===== src/rtl/button_event_arbiter.sv =====
`default_nettype none
// ============================================================================
//  Module   : button_event_arbiter
//  Purpose  : Debounces N_BTN raw push-button levels, converts each debounced
//             edge into a press/release event (plus an optional long-press
//             event) and merges all events onto one valid/ready channel using
//             a round-robin arbiter.
//
//  Ports    : clk        in   system clock
//             rst        in   synchronous reset, active-high
//             btn_raw    in   asynchronous raw button levels, 1 = pressed
//             btn_state  out  debounced level per button
//             evt_valid  out  event offered
//             evt_ready  in   consumer accepts event
//             evt_id     out  index of the button that produced the event
//             evt_type   out  00 press, 01 release, 10 long-press
//             evt_drop   out  1-cycle pulse: a pending event was overwritten
//
//  Options  : LONGPRESS_EN - when defined, each button also carries a hold
//             counter that emits one long-press event per press after
//             LONG_CYCLES cycles of continuous debounced press. When not
//             defined, no hold counters exist and type 10 is never produced.
//
//  Revision : 1.0  initial release
// ============================================================================
module button_event_arbiter #(
    parameter int N_BTN           = 4,
    parameter int DEBOUNCE_CYCLES = 50000,
    parameter int LONG_CYCLES     = 50000000
) (
    input  logic                     clk,
    input  logic                     rst,
    input  logic [N_BTN-1:0]         btn_raw,
    output logic [N_BTN-1:0]         btn_state,
    output logic                     evt_valid,
    input  logic                     evt_ready,
    output logic [$clog2(N_BTN)-1:0] evt_id,
    output logic [1:0]               evt_type,
    output logic                     evt_drop
);

    localparam int                  c_ID_W    = $clog2(N_BTN);
    localparam logic [c_ID_W-1:0]   c_ID_LAST = c_ID_W'(N_BTN - 1);

    localparam int                  c_DB_W    = (DEBOUNCE_CYCLES > 1) ? $clog2(DEBOUNCE_CYCLES) : 1;
    localparam logic [c_DB_W-1:0]   c_DB_LAST = c_DB_W'(DEBOUNCE_CYCLES - 1);
    localparam logic [c_DB_W-1:0]   c_DB_ONE  = c_DB_W'(1);

    localparam logic [1:0]          c_EVT_PRESS   = 2'b00;
    localparam logic [1:0]          c_EVT_RELEASE = 2'b01;
    localparam logic [1:0]          c_EVT_LONG    = 2'b10;

    localparam logic                c_ST_IDLE  = 1'b0;
    localparam logic                c_ST_OFFER = 1'b1;

    // ------------------------------------------------------------------------
    // Two-flop synchronizers for the asynchronous button inputs
    // ------------------------------------------------------------------------
    logic [N_BTN-1:0] r_sync1;
    logic [N_BTN-1:0] r_sync2;

    always_ff @(posedge clk) begin
        if (rst) begin
            r_sync1 <= '0;
            r_sync2 <= '0;
        end else begin
            r_sync1 <= btn_raw;
            r_sync2 <= r_sync1;
        end
    end

    // Per-button pending slots exported to the arbiter, and the arbiter's
    // latch strobes fed back to the slots.
    logic [N_BTN-1:0]   w_pend_flag;
    logic [2*N_BTN-1:0] w_pend_type;
    logic [N_BTN-1:0]   w_drop_vec;
    logic [N_BTN-1:0]   w_latch_vec;

    // ------------------------------------------------------------------------
    // Per-button debounce, edge detection, optional hold timer, pending slot
    // ------------------------------------------------------------------------
    for (genvar gi = 0; gi < N_BTN; gi++) begin : g_btn
        logic [c_DB_W-1:0] r_db_cnt;
        logic              r_btn;
        logic              r_btn_d;
        logic              r_slot_flag;
        logic [1:0]        r_slot_type;
        logic              w_edge_load;
        logic              w_long_load;
        logic              w_load;
        logic [1:0]        w_load_type;

        // The counter only runs while the synced level disagrees with the
        // debounced level; any agreement (a bounce back) restarts it.
        always_ff @(posedge clk) begin
            if (rst) begin
                r_db_cnt <= '0;
                r_btn    <= 1'b0;
                r_btn_d  <= 1'b0;
            end else begin
                r_btn_d <= r_btn;
                if (r_sync2[gi] == r_btn) begin
                    r_db_cnt <= '0;
                end else if (r_db_cnt == c_DB_LAST) begin
                    r_btn    <= r_sync2[gi];
                    r_db_cnt <= '0;
                end else begin
                    r_db_cnt <= r_db_cnt + c_DB_ONE;
                end
            end
        end

        // The event is loaded one cycle after the debounced level moves, so
        // it is offered two cycles after btn_state changes.
        assign w_edge_load = r_btn ^ r_btn_d;

`ifdef LONGPRESS_EN
        localparam int                c_LG_W    = (LONG_CYCLES > 1) ? $clog2(LONG_CYCLES) : 1;
        localparam logic [c_LG_W-1:0] c_LG_LAST = c_LG_W'(LONG_CYCLES - 1);
        localparam logic [c_LG_W-1:0] c_LG_ONE  = c_LG_W'(1);

        logic [c_LG_W-1:0] r_hold_cnt;
        logic              r_long_done;

        // r_long_done limits the long-press event to once per press; both
        // are cleared whenever the button is released.
        always_ff @(posedge clk) begin
            if (rst || !r_btn) begin
                r_hold_cnt  <= '0;
                r_long_done <= 1'b0;
            end else if (!r_long_done) begin
                if (r_hold_cnt == c_LG_LAST) begin
                    r_hold_cnt  <= '0;
                    r_long_done <= 1'b1;
                end else begin
                    r_hold_cnt <= r_hold_cnt + c_LG_ONE;
                end
            end
        end

        assign w_long_load = r_btn && !r_long_done && (r_hold_cnt == c_LG_LAST);
`else
        // Long-press disabled; the parameter only keeps the interface uniform
        // and this comparison is constant false for any legal setting.
        assign w_long_load = (LONG_CYCLES < 0);
`endif

        // Edge and long-press loads can never land in the same cycle (the
        // long-press fires only while the level is steady), so the edge
        // simply takes precedence.
        assign w_load      = w_edge_load | w_long_load;
        assign w_load_type = w_edge_load ? (r_btn ? c_EVT_PRESS : c_EVT_RELEASE) : c_EVT_LONG;

        // A load in the same cycle the arbiter latches this slot keeps the
        // new event pending; the latch already took the old one, so nothing
        // is lost and no drop is reported.
        always_ff @(posedge clk) begin
            if (rst) begin
                r_slot_flag <= 1'b0;
                r_slot_type <= 2'b00;
            end else if (w_load) begin
                r_slot_flag <= 1'b1;
                r_slot_type <= w_load_type;
            end else if (w_latch_vec[gi]) begin
                r_slot_flag <= 1'b0;
            end
        end

        assign w_drop_vec[gi]         = w_load && r_slot_flag && !w_latch_vec[gi];
        assign w_pend_flag[gi]        = r_slot_flag;
        assign w_pend_type[2*gi +: 2] = r_slot_type;
        assign btn_state[gi]          = r_btn;
    end

    // ------------------------------------------------------------------------
    // Round-robin selection: rotate the pending flags so the pointer sits at
    // bit 0, take the lowest set bit, then rotate the index back.
    // ------------------------------------------------------------------------
    logic              r_fsm;
    logic [c_ID_W-1:0] r_ptr;
    logic [c_ID_W-1:0] r_evt_id;
    logic [1:0]        r_evt_type;
    logic              r_evt_valid;
    logic              r_evt_drop;

    logic [N_BTN-1:0]  w_rot;
    logic              w_any;
    int                w_pos;
    logic [c_ID_W-1:0] w_sel;
    logic [1:0]        w_sel_type;

    always_comb begin
        w_any = 1'b0;
        w_pos = 0;
        w_rot = N_BTN'({w_pend_flag, w_pend_flag} >> r_ptr);
        for (int k = N_BTN - 1; k >= 0; k--) begin
            if (w_rot[k]) begin
                w_any = 1'b1;
                w_pos = k;
            end
        end
        w_pos = w_pos + int'(r_ptr);
        if (w_pos >= N_BTN) begin
            w_pos = w_pos - N_BTN;
        end
        w_sel = c_ID_W'(w_pos);
    end

    always_comb begin
        w_sel_type  = 2'b00;
        w_latch_vec = '0;
        for (int i = 0; i < N_BTN; i++) begin
            if (w_sel == c_ID_W'(i)) begin
                w_sel_type     = w_pend_type[2*i +: 2];
                w_latch_vec[i] = (r_fsm == c_ST_IDLE) && w_any;
            end
        end
    end

    // ------------------------------------------------------------------------
    // Offer FSM. Returning to IDLE after every handshake gives the guaranteed
    // one-cycle bubble between consecutive events.
    // ------------------------------------------------------------------------
    always_ff @(posedge clk) begin
        if (rst) begin
            r_fsm       <= c_ST_IDLE;
            r_ptr       <= '0;
            r_evt_id    <= '0;
            r_evt_type  <= 2'b00;
            r_evt_valid <= 1'b0;
        end else begin
            case (r_fsm)
                c_ST_IDLE: begin
                    if (w_any) begin
                        r_evt_id    <= w_sel;
                        r_evt_type  <= w_sel_type;
                        r_evt_valid <= 1'b1;
                        r_fsm       <= c_ST_OFFER;
                    end
                end
                c_ST_OFFER: begin
                    if (evt_ready) begin
                        r_evt_valid <= 1'b0;
                        r_ptr       <= (r_evt_id == c_ID_LAST) ? '0 : r_evt_id + c_ID_W'(1);
                        r_fsm       <= c_ST_IDLE;
                    end
                end
                default: begin
                    r_evt_valid <= 1'b0;
                    r_fsm       <= c_ST_IDLE;
                end
            endcase
        end
    end

    always_ff @(posedge clk) begin
        if (rst) begin
            r_evt_drop <= 1'b0;
        end else begin
            r_evt_drop <= |w_drop_vec;
        end
    end

    assign evt_valid = r_evt_valid;
    assign evt_id    = r_evt_id;
    assign evt_type  = r_evt_type;
    assign evt_drop  = r_evt_drop;

endmodule
`default_nettype wire


===== config.mk =====
export PLATFORM = sky130hd
export DESIGN_NAME = button_event_arbiter
export DESIGN_NICKNAME = d
export VERILOG_FILES = /design/src/rtl/button_event_arbiter.sv
export SDC_FILE = /design/constraint.sdc
export NUM_CORES = 1
export LEC_CHECK = 0
export ABC_CLOCK_PERIOD_IN_PS = 2500
export CAP_MARGIN = 20
export CORE_MARGIN = 1.5
export CORE_UTILIZATION = 50
export CTS_CLUSTER_DIAMETER = 60
export DETAILED_ROUTE_END_ITERATION = 16
export PLACE_DENSITY = 0.7
export SETUP_SLACK_MARGIN = 0.3
export SYNTH_ARGS = -nofsm -noshare
export SYNTH_HDL_FRONTEND = slang
export SYNTH_SLANG_ARGS = --single-unit
export TNS_END_PERCENT = 10

===== constraint.sdc =====
create_clock -name clk -period 2.5 [get_ports clk]
set_input_delay 0.5 -clock clk [delete_from_list [all_inputs] [get_ports clk]]
set_output_delay 0.5 -clock clk [all_outputs]
set_load 0.02 [all_outputs]

==> results_dict.tcl <==
set metrics [dict create \
    status "finished, final reports clean" \
    ys.flop_type "dfxtp_1" \
    dp_hpwl_mm 4.91 \
    synth_top_cell_area_share 0.456 \
    power.share.clock 0.402 \
    holdBufCountCts 0 \
    dr.pass1.iters 4 \
    syn_avg_cell_area_um2 8.79 \
    globalRouteTotalUtil 0.176 \
    synth_area_um2 4210 \
    utilization 0.577 \
    dp.cells 581 \
    fin_cells 603 \
    async_flop_share 0 \
    vias 3084 \
    slowest_delay_ns 0.49 \
    holdPathStages 1 \
    ys_ff_latch 96 \
    hold_path_class "reg2reg" \
    ff2ff_path_depth 10 \
    post_drt_wl_per_cell_um 12.0 \
    ir_worst_vdd_mv 0.260 \
    via_per_inst 5.11 \
    core-area_um2 8180 \
    hp-start "r_sync1[3]" \
    syn-num-nets 492 \
    switching_share 0.214 \
    netlist_top_cells_area "dfxtp_1 (46%), nor2_1 (8.6%), xor2_1 (8.1%)" \
    ys_warn_count 0 \
    slew_headroom 0.664 \
    grt_pass1_vias 2918 \
    worstSetupStartpoint "r_ptr[0]" \
    initialDrtViolationCount 113 \
    setup_tns_ns 0 \
    final_area_um2 4720 \
    cp-start-kind "flop" \
    cts.clk_slew.worst_paths_ns 0.09 \
    antenna_found_initial 0 \
    n_antenna_cell 0 \
    grt_pass1_wl_mm 12.5 \
    clk_latency_ns 0.36 \
    fin_crit_ns 2.22 \
    finalHoldViolations 0 \
    drv_slew 0 \
    worstMarginPinSlew_ns 0.504 \
    synthCells 479 \
    cts_tree "done" \
    max_freq_mhz 450 \
    power_frac_seq 0.582 \
    wl_mm 7.22 \
    synth-seq-area-share 0.456 \
    grt_max_degree 17 \
    io_pins 17 \
    rows 33 \
    gp_congestion 0.806 \
    worstPathArrival_ns 2.51 \
    post-route-period-util 0.889 \
    r2r-start "r_ptr[0]" \
    syn_to_final_growth_pct 12.1 \
    grt_overflow_total 0 \
    root_buffer "clkbuf_8" \
    fin_ws_ns 0.277 \
    postRouteAntennaNets 0 \
    worstSetupPathType "reg2reg" \
    final-setup-viol-count 0 \
    io_buffers 15 \
    cp_top_family "simple AND/OR/NAND/NOR gates" \
    cellPowerDensity_nw_per_um2 560 \
    critPathRequiredTime_ns 2.78 \
    crit_fanout 5 \
    place_area_um2 4400 \
    place_ws_ns 0.0859 \
    crit_buf_inv 0 \
    p_int_mw 2.08 \
    chipWidth_um 94.8 \
    drive_above_1_share 0.0964 \
    clock-sinks 96 \
    nets 506 \
    die_y_um 94.8 \
    p_leak_nw 1.59 \
    yosysMostFrequentCell "nor2_1" \
    numCtsBuffers 9 \
    synth_commonest_cells "nor2_1 (97), dfxtp_1 (96), xor2_1 (39)" \
    drv_cap 0 \
    end_kind "flop" \
    r2r_slack_ns 0.28 \
    crit_slowest_cell "or4b_1" \
    skew_ns 0.00878 \
    crit_chain "nor2b_1 > a221o_1 > nand2_2 > o221ai_2 > ha_4 > xor2_4 > or4b_1 > nand3_1 > o21ai_1 > a31oi_1" \
    min_to "r_sync2[3]" \
    cts-htree-levels 3 \
    net-switching-power_mw 0.566 \
    yosysTopAreaCell "dfxtp_1" \
    rsz0062_at_grt "yes" \
    synth_cell_types 45 \
    die-area_um2 8980 \
    start_util 0.515 \
    r2r-end "evt_drop" \
    drc 0 \
    cts_buffer_depth 2 \
    synth_edf_count 0 \
    share_comb_of_total_power 0.016 \
]
worst max-delay path by stage:
stage,cells past startpoint,end,slack [ns]
2_1_floorplan,9,evt_type[0],0.26
3_3_place_gp,10,evt_drop,0.19
3_5_place_dp,10,evt_drop,0.09
4_1_cts,10,evt_drop,0.24
5_1_grt,10,evt_drop,0.18
6_report,10,evt_drop,0.28
kinds of logic (layout without fill, tap and decap cells):
group                    Yosys count  in the layout  synth area share
AND/OR/NAND/NOR                  230            230             0.264
flip-flops                        96             96             0.456
XOR/XNOR                          67             67             0.141
AO/OA/AOI/OAI                     38             38            0.0538
buffers and inverters             33             52            0.0416
multiplexers                       8              8            0.0250
adder cells (fa/ha/maj)            6              6            0.0178
other                              1              1          0.000890
power by group through the flow:
stage	clock network, mW	logic, mW	registers (mW)
after floorplan	0	0.0272	1.57
after global placement	0	0.0415	1.58
after detailed placement	0	0.0421	1.58
after CTS	1.09	0.0425	1.54
after global routing	1.15	0.0466	1.54
final	1.06	0.0417	1.54
sequential cells by signal, indices dropped and copies added (netlist names):
signal / cells
g_btn.r_db_cnt: 64
g_btn.r_btn: 4
g_btn.r_btn_d: 4
g_btn.r_slot_flag: 4
g_btn.r_slot_type: 4
r_sync1: 4
r_sync2: 4
evt_id: 2
r_ptr: 2
evt_drop: 1
evt_type: 1
evt_valid: 1
r_fsm: 1
placed cells by master (no fill, tap or decap), types with 4 or more instances in the layout:
| master | instances |
|---|---|
| nor2_1 | 96 |
| dfxtp_1 | 91 |
| xor2_1 | 38 |
| nand2_1 | 37 |
| xnor2_1 | 26 |
| nand3_1 | 25 |
| clkdlybuf4s50_1 | 15 |
| and3_1 | 14 |
| a21oi_1 | 14 |
| nand4_1 | 13 |
| o21ai_0 | 12 |
| nor2b_1 | 12 |
| clkbuf_8 | 11 |
| buf_4 | 11 |
| inv_1 | 10 |
| nor3_1 | 7 |
| mux2i_1 | 6 |
| ha_1 | 5 |
| nand2b_1 | 4 |
layout make-up:
type,instances,area [um^2]
multi-input combinational,350,2170
clock inverter,5,63.8
fill,705,3460
timing repair buffer,26,233
sequential,96,1930
inverter,10,37.5
clock buffer,11,151
tap,105,131
worst register-to-register path: stages (launching register included):
cell	delay, ns
dfxtp_4	0.36
nor2b_1	0.12
a221o_1	0.32
nand2_2	0.08
o221ai_2	0.12
ha_4	0.20
xor2_4	0.14
or4b_1	0.49
nand3_1	0.10
o21ai_1	0.06
a31oi_1	0.15
stage by stage:
step	power [mW]	hold WS, ns
6_report	2.64	0.441
4_1_cts	2.67	0.448
3_3_place_gp	1.62	0.418
3_5_place_dp	1.62	0.426
5_1_grt	2.74	0.458
2_1_floorplan	1.60	0.414
routing by layer:
layer  vias to the layer above  part of all wire  global-route usage
li1                       1621                 -                   -
met1                      1425              0.49               0.219
met2                        30              0.48               0.298
met3                         8             0.025              0.0354
met4                         0             0.012              0.0672
met5                         -                 0                   0
timing repair:
action,CTS,global route
resized for setup,11,3
pin swaps,4,3
endpoints found under the setup margin,6,4
gates cloned,0,0
setup buffers,6,0
endpoints found under the hold margin,0,0
(Power assumes the default switching activity.)
